--- src/rtl/sram_rr_arbiter.sv ---
// Round-robin arbiter sharing one single-port SRAM wrapper port between NUM_REQ requesters.
// Optional per-requester grant counters are enabled with the SRAM_ARB_PERF_CNT_EN macro.
module sram_rr_arbiter #(
  parameter int NUM_REQ = 4,
  parameter int ADDR_W  = 4,
  parameter int DATA_W  = 16,
  parameter int RD_LAT  = 3
) (
  input  logic                        clk,
  input  logic                        rst,
  input  logic [NUM_REQ-1:0]          req_valid,
  output logic [NUM_REQ-1:0]          req_ready,
  input  logic [NUM_REQ-1:0]          req_wmode,
  input  logic [NUM_REQ*ADDR_W-1:0]   req_addr,
  input  logic [NUM_REQ*DATA_W-1:0]   req_wdata,
  output logic [NUM_REQ-1:0]          rsp_valid,
  output logic [DATA_W-1:0]           rsp_rdata,
  input  logic                        quiesce,
  output logic                        quiesced,
  output logic                        sram_en,
  output logic                        sram_wmode,
  output logic [ADDR_W-1:0]           sram_addr,
  output logic [DATA_W-1:0]           sram_wdata,
  input  logic [DATA_W-1:0]           sram_rdata
`ifdef SRAM_ARB_PERF_CNT_EN
  ,
  output logic [NUM_REQ*16-1:0]       grant_cnt
`endif
);

  localparam int IDW = $clog2(NUM_REQ);

  typedef enum logic [1:0] {
    RUN   = 2'd0,
    DRAIN = 2'd1,
    HALT  = 2'd2
  } state_t;

  state_t           state;
  logic [IDW-1:0]   ptr;
  logic             grant_any;
  logic [IDW-1:0]   gnt_idx;
  int               cand;
  logic [RD_LAT-1:0] tag_v;
  logic [IDW-1:0]   tag_id [RD_LAT];
  logic             pipe_empty;

  assign pipe_empty = ~|tag_v;

  // Grant the first valid requester at or above the pointer; silent outside RUN.
  always_comb begin
    grant_any = 1'b0;
    gnt_idx   = '0;
    cand      = 0;
    if (!rst && state == RUN && !quiesce) begin
      for (int k = 0; k < NUM_REQ; k++) begin
        cand = (int'(ptr) + k) % NUM_REQ;
        if (!grant_any && req_valid[cand]) begin
          grant_any = 1'b1;
          gnt_idx   = IDW'(cand);
        end else begin
          grant_any = grant_any;
        end
      end
    end else begin
      grant_any = 1'b0;
    end
    if (grant_any) begin
      req_ready = NUM_REQ'(1) << gnt_idx;
    end else begin
      req_ready = '0;
    end
  end

  // Registered SRAM drive; address/data/mode hold their last value when idle.
  always_ff @(posedge clk) begin
    if (rst) begin
      ptr        <= '0;
      sram_en    <= 1'b0;
      sram_wmode <= 1'b0;
      sram_addr  <= '0;
      sram_wdata <= '0;
    end else if (grant_any) begin
      ptr        <= (int'(gnt_idx) == NUM_REQ - 1) ? '0 : gnt_idx + IDW'(1);
      sram_en    <= 1'b1;
      sram_wmode <= req_wmode[gnt_idx];
      sram_addr  <= req_addr[gnt_idx*ADDR_W +: ADDR_W];
      sram_wdata <= req_wdata[gnt_idx*DATA_W +: DATA_W];
    end else begin
      sram_en    <= 1'b0;
    end
  end

  // Read tag pipe: stage 0 lines up with sram_en, the last stage feeds the response strobe.
  always_ff @(posedge clk) begin
    if (rst) begin
      tag_v     <= '0;
      rsp_valid <= '0;
      for (int s = 0; s < RD_LAT; s++) begin
        tag_id[s] <= '0;
      end
    end else begin
      tag_v[0]  <= grant_any & ~req_wmode[gnt_idx];
      tag_id[0] <= gnt_idx;
      for (int s = 1; s < RD_LAT; s++) begin
        tag_v[s]  <= tag_v[s-1];
        tag_id[s] <= tag_id[s-1];
      end
      rsp_valid <= tag_v[RD_LAT-1] ? (NUM_REQ'(1) << tag_id[RD_LAT-1]) : '0;
    end
  end

  assign rsp_rdata = (|rsp_valid) ? sram_rdata : '0;

  // Quiesce FSM; quiesced mirrors residence in HALT.
  always_ff @(posedge clk) begin
    if (rst) begin
      state    <= RUN;
      quiesced <= 1'b0;
    end else begin
      case (state)
        RUN: begin
          state    <= quiesce ? DRAIN : RUN;
          quiesced <= 1'b0;
        end
        DRAIN: begin
          if (!quiesce) begin
            state    <= RUN;
            quiesced <= 1'b0;
          end else if (pipe_empty && !sram_en) begin
            state    <= HALT;
            quiesced <= 1'b1;
          end else begin
            state    <= DRAIN;
            quiesced <= 1'b0;
          end
        end
        HALT: begin
          state    <= quiesce ? HALT : RUN;
          quiesced <= quiesce;
        end
        default: begin
          state    <= RUN;
          quiesced <= 1'b0;
        end
      endcase
    end
  end

`ifdef SRAM_ARB_PERF_CNT_EN
  // Saturating per-requester transfer counters, frozen while quiesced.
  always_ff @(posedge clk) begin
    if (rst) begin
      grant_cnt <= '0;
    end else begin
      for (int i = 0; i < NUM_REQ; i++) begin
        if (req_ready[i] && !quiesced && grant_cnt[i*16 +: 16] != 16'hFFFF) begin
          grant_cnt[i*16 +: 16] <= grant_cnt[i*16 +: 16] + 16'd1;
        end else begin
          grant_cnt[i*16 +: 16] <= grant_cnt[i*16 +: 16];
        end
      end
    end
  end
`endif

endmodule

--- config.mk ---
export PLATFORM = sky130hd
export DESIGN_NAME = sram_rr_arbiter
export DESIGN_NICKNAME = d
export VERILOG_FILES = /design/src/rtl/sram_rr_arbiter.sv
export SDC_FILE = /design/constraint.sdc
export NUM_CORES = 1
export LEC_CHECK = 0
export CAP_MARGIN = 20
export CORE_MARGIN = 1.5
export CORE_UTILIZATION = 34
export DETAILED_ROUTE_END_ITERATION = 16
export PLACE_DENSITY = 0.77
export SYNTH_ARGS = -nofsm -noshare
export SYNTH_HDL_FRONTEND = slang
export SYNTH_SLANG_ARGS = --single-unit
--- constraint.sdc ---
create_clock -name clk -period 1.7 [get_ports clk]
set_input_delay 0.255 -clock clk [delete_from_list [all_inputs] [get_ports clk]]
set_output_delay 0.255 -clock clk [all_outputs]
set_load 0.01 [all_outputs]
==> impl_metrics.yaml, run 1 <==
power:
  powerDensity_nw_per_um2: 603
  peakVddDrop_v: 0.000311
  p_leak_nw: 1.78
routing:
  wirelength_um: 9900
  drt-initial-drc-count: 152
  wl_per_cell_um: 17.1
  drt_pass1_iterations: 4
  antenna_left: 0
  vias: 3096
  drc: 0
  viasPerCell: 5.35
finish:
  final_area_um2: 4600
  utilization_pct: 66.6
  num_antenna_cells: 0
  seqCellArea_um2: 811
  layoutNonFillerInstCount: 579
  nNetsFinal: 595
  multi_input_area_um2: 1580
  syn2layout_area_growth_pct: 85.9
  final_layout_size_suffix_gt1_share_pct: 27.1
  fill_cells: 601
yosys:
  netlist_area_um2: 2470
  synth_edf_count: 0
  synth-seq-cells: 40
  synthTopCellsByArea: "dfxtp_1 (32%), nor2b_1 (6.1%), a31oi_1 (5.3%)"
  yosysTopAreaCellShare_pct: 32.4
  synth_ff_type: "dfxtp_1"
  syn-num-nets: 407
  synth-seq-area-share_pct: 32.4
  yosys_warnings: 0
  synth_cells: 295
  synth_cell_types: 45
  async_flop_share_pct: 0
  synth.avg_cell_area_um2: 8.39
  synth.largest_area_cell: "dfxtp_1"
sta:
  setup_slack_ns: -0.298
  max_freq_ghz: 0.501
  final.setup_skew_ns: 0.00712
  period_share_pct: 118
  setup_tns_ns: -1.23
  setup_violations: 22
  post-route-min-period_ns: 2.00
  relSlewSlack_pct: 74.6
  rsz0062_at_grt: "yes"
  hold_viol_final: 0
  worst_slew_pin_slew_ns: 0.378
  timing.final.max_slew_violations: 0
cts:
  clockRootBuffer: "clkbuf_8"
  clk_latency_ns: 0.29
  cts_buffers: 5
  cts_hold_buf: 0
  clockBufferDepth: 2
  cts_tree: "yes"
  cts_max_level: 2
  clkTransAtPathRegs_ns: 0.07
  clock-sinks: 40
worst_setup_path:
  path_max_fanout: 3
  required_ns: 1.44
  crit_type: "register to primary output"
  crit_path_end_kind: "primary output"
  startpoint_type: "register"
  worst_ep_arrival_time_ns: 1.74
run_status:
  violations: "setup timing"
  status: "finished with violations"
global_routing:
  antenna_found_initial: 0
  grt_max_degree: 27
  grt_pass1_wl_um: 14800
  grt_usage_pct: 25.0
  grt_overflow: 0
  grt_pass1_vias: 3159
flow_run:
  maxCapViolations: 0
floorplanning:
  ios: 154
  core_area_um2: 6910
  dieArea_um2: 7800
  die_w_um: 88.3
  rows: 30
  die_h_um: 88.3
  initial_core_util_pct: 35.8
placed_design:
  placed_area_um2: 4320
  gp_congestion: 0.848
  portBuffers: 153
  pre_cts_slack_ns: -0.930
  placed_cells: 560
  dp_hpwl_um: 7250
hold_path:
  hold_class: "register to register"
cell usage after synthesis, types with 2 or more instances:
library cell / n
inv_1: 10
or4_1: 2
o31ai_1: 8
nand2b_1: 3
o21ai_0: 7
dfxtp_1: 40
buf_6: 7
a21oi_1: 26
nor2_1: 11
a21oi_2: 10
buf_1: 3
clkbuf_1: 3
a221oi_1: 9
nand3_1: 25
ha_1: 5
o31a_1: 4
and3_1: 3
a31oi_1: 21
a21o_1: 9
nor2b_1: 24
buf_2: 11
nor4_1: 5
nand4_1: 20
nand2_1: 5
buf_4: 4
report_power, final:
part / leakage [nW] / total (mW) / internal, mW / switching (mW)
sequential: 0.332 / 1.06 / 1.01 / 0.0470
combinational: 1.41 / 1.10 / 0.620 / 0.481
clock: 0.0410 / 0.611 / 0.280 / 0.332
total: 1.78 / 2.77 / 1.91 / 0.860
flip-flops by register name, summed over array words and instances, names as in the netlist:
register,cells
sram_wdata,16
tag_id,6
rsp_valid,4
sram_addr,4
tag_v,3
ptr,2
state,2
quiesced,1
sram_en,1
sram_wmode,1
path summary, 6_finish.rpt:
path / end / from / slack (ns) / cells after the start
max: req_ready[0] / state[1] / -0.30 / 9
min: tag_id[0][3] / tag_id[0][1] / 0.45 / 1
max reg2reg: tag_v[0] / ptr[1] / -0.04 / 7
min reg2reg: tag_id[0][3] / tag_id[0][1] / 0.45 / 1
metrics by stage:
stage                     total power, mW  hold slack (ns)
final                                2.77            0.448
after global routing                 2.90            0.466
after CTS                            2.76            0.451
after detailed placement             2.09            0.437
after global placement               2.08            0.426
after floorplan                      1.52            0.414
logic make-up after synthesis:
family,count (synthesis),share of synthesized area [%]
compound gates,99,27.6
fa+ha+maj,5,2.53
buf+inv,39,9.31
flops,40,32.4
mux,1,0.405
simple gates,111,27.8
what timing repair did:
action | CTS | global route
resized for setup | 98 | 28
hold endpoints to repair | 0 | 0
pin swaps | 9 | 4
setup endpoints to repair | 44 | 42
gates cloned | 2 | 0
setup buffers | 12 | 2
per-layer routing:
metal	global-route usage (%)	part of all wire (%)	vias to the layer above
met5	0	0	-
met4	9.66	3.0	0
met3	8.77	11	27
met2	48.3	50	159
met1	24.3	37	1425
li1	-	-	1485
cells in the final DEF (no fill, tap or decap), types with 2 or more instances in the layout:
cell and instances:
a21o_1 9, a21oi_1 26, a21oi_2 10, a221oi_1 8, a221oi_2 2, a31oi_1 21
and3_1 2, buf_12 3, buf_2 7, buf_4 40, buf_6 14, clkbuf_2 9
clkbuf_8 5, clkdlybuf4s15_1 2, clkdlybuf4s50_1 129, dfxtp_1 34, dfxtp_2 5, dlygate4sd2_1 4
ha_1 2, ha_4 2, inv_1 7, inv_2 3, nand2_1 4, nand2b_1 2
nand3_1 25, nand4_1 20, nor2_1 5, nor2_2 4, nor2_4 3, nor2b_1 23
nor4_1 4, o21ai_0 4, o21ai_4 2, o31a_1 4, o31ai_1 8, or4_4 2
area by class of cell:
cell class / count / area share [%]
timing repair buffer: 208 / 42.3
multi-input combinational: 216 / 34.4
sequential: 40 / 17.6
tap: 96 / 2.61
clock buffer: 6 / 1.58
inverter: 11 / 1.17
timing repair inverter: 1 / 0.190
clock inverter: 1 / 0.109
critical path, cell delays in order, from the launching register on:
cell     delay [ns]
dfxtp_2        0.33
inv_2          0.07
ha_4           0.13
nor3b_4        0.17
buf_6          0.15
buf_4          0.12
nand2_4        0.05
ha_2           0.17
and3_4         0.15
buf_6          0.11
Power figures use the tool's default switching activity.
==> run 2, diff against run 1 <==
Settings changed: CTS_BUF_LIST from default to sky130_fd_sc_hd__clkbuf_8 sky130_fd_sc_hd__clkbuf_16.
==> run 2 against run 1 <==
Compared with the run above: the flow still finishes with violations (setup timing); first-iteration DRC count rose by 0.66%; register-to-register slack about the same; global-route usage did not move.
==> impl_metrics.yaml, run 2 (synthesized netlist as in run 1, its figures left out) <==
worst_setup_path:
  cpLargestDelayFamily: "buffers and inverters"
  crit_type: "register to primary output"
  cpPeakStageDelay_ns: 0.33
  crit_path_end_kind: "primary output"
  startpoint_type: "register"
  path_max_fanout: 3
  required_ns: 1.44
  cp_slowest_cell: "dfxtp_2"
  path_buf_inv: 4
  path_cells: "inv_2 -> ha_4 -> nor3b_4 -> buf_6 -> buf_4 -> nand2_4 -> ha_2 -> and3_4 -> buf_6"
  worst_ep_arrival_time_ns: 1.74
  crit_path_frequent_cell: "buf_6"
placed_design:
  gp_congestion: 0.848
  dp_hpwl_um: 7250
  portBuffers: 153
  pre_cts_slack_ns: -0.930
  placed_area_um2: 4320
finish:
  largest_reg_flops: 16
  regMostFlops: "sram_wdata"
  num_antenna_cells: 0
  reg_top3: "sram_wdata: 16 flops, tag_id: 6 flops"
  nNetsFinal: 595
  final_area_um2: 4600
  utilization_pct: 66.6
  final_layout_size_suffix_gt1_share_pct: 27.1
  layout_commonest_cell: "clkdlybuf4s50_1"
  syn2layout_area_growth_pct: 85.9
  final_cell_mix: "clkdlybuf4s50_1 (129), buf_4 (40), dfxtp_1 (34)"
routing:
  viasPerCell: 5.36
  drt-initial-drc-count: 153
  wirelength_um: 9930
  drt_pass1_iterations: 5
  drc: 0
  antenna_left: 0
  vias: 3102
  wl_per_cell_um: 17.1
cts:
  clkTransAtPathRegs_ns: 0.07
  cts_buffers: 5
  clockBufferDepth: 2
  clk_latency_ns: 0.29
  clock-sinks: 40
  cts_tree: "yes"
  cts_hold_buf: 0
  clockRootBuffer: "clkbuf_8"
  cts_max_level: 2
sta:
  max_freq_ghz: 0.500
  timing.final.max_slew_violations: 0
  final.setup_skew_ns: 0.00687
  relSlewSlack_pct: 73.8
  worst_slew_pin_slew_ns: 0.393
  rsz0062_at_grt: "yes"
  post-route-min-period_ns: 2.00
  setup_violations: 20
  setup_slack_ns: -0.299
  hold_viol_final: 0
  hold_ws_ns: 0.448
  period_share_pct: 118
run_status:
  violations: "setup timing"
  status: "finished with violations"
floorplanning:
  die_h_um: 88.3
  core_area_um2: 6910
  ios: 154
  rows: 30
  dieArea_um2: 7800
  die_w_um: 88.3
  initial_core_util_pct: 35.8
power:
  power.total_mw: 2.77
  powerDensity_nw_per_um2: 603
  p_leak_nw: 1.79
  peakVddDrop_v: 0.000311
global_routing:
  grt_overflow: 0
  grt_max_degree: 27
  grt_usage_pct: 25.0
  grt_pass1_vias: 3159
  antenna_found_initial: 0
  grt_pass1_wl_um: 14800
hold_path:
  hold_class: "register to register"
flow_run:
  maxCapViolations: 0
-- run 2: cell count changes in the layout (fill, tap and decap cells not counted), sizes merged --
cell and delta:
inv +1, clkbuf -1
-- run 2: repair_timing --
| item | in CTS | in global routing |
|---|---|---|
| pin swaps | 9 | 4 |
| gates cloned | 2 | 0 |
| endpoints found under the setup margin | 44 | 42 |
| gates resized for setup | 98 | 28 |
| buffers inserted | 12 | 2 |
-- run 2: final cells by class --
cell class	count	area, um2
fill	601	2310
timing repair buffer	208	1940
multi-input combinational	216	1580
sequential	40	811
tap	96	120
clock buffer	5	68.8
inverter	11	53.8
clock inverter	2	8.76
timing repair inverter	1	8.76
-- run 2: metal layers --
| layer | GRT usage [%] | vias up | wire length [um] |
|---|---|---|---|
| met5 | 0 | - | 0 |
| met4 | 9.66 | 0 | 295 |
| met3 | 8.77 | 27 | 1070 |
| met2 | 48.3 | 173 | 4980 |
| met1 | 24.3 | 1419 | 3590 |
| li1 | - | 1483 | - |
-- run 2: stage by stage --
step                      TNS [ns]  std cells
after detailed placement    -17.77        560
final                        -1.21        579
after CTS                    -1.13        581
after global placement      -16.84        560
after global routing         -3.81        579
after floorplan            -0.0640        295
-- run 2: final timing paths --
| kind | depth (start not counted) | endpoint | start | slack (ns) |
|---|---|---|---|---|
| hold reg to reg | 1 | tag_id[0][3] | tag_id[0][1] | 0.45 |
| setup / recovery | 9 | req_ready[0] | state[1] | -0.30 |
| setup reg to reg | 7 | tag_v[0] | ptr[1] | -0.04 |
| hold / removal | 1 | tag_id[0][3] | tag_id[0][1] | 0.45 |
-- run 2: report_power, final --
| part | switching (mW) | leakage, nW | internal, mW |
|---|---|---|---|
| clock | 0.335 | 0.0452 | 0.274 |
| sequential | 0.0471 | 0.332 | 1.01 |
| combinational | 0.481 | 1.41 | 0.620 |
| total | 0.864 | 1.79 | 1.91 |
==> run 3, diff against run 2 <==
Settings changed: ABC_CLOCK_PERIOD_IN_PS from default to 1700.
==> results of run 3 <==
Same layout as run 2: the final DEF is identical, and so are final timing and power.
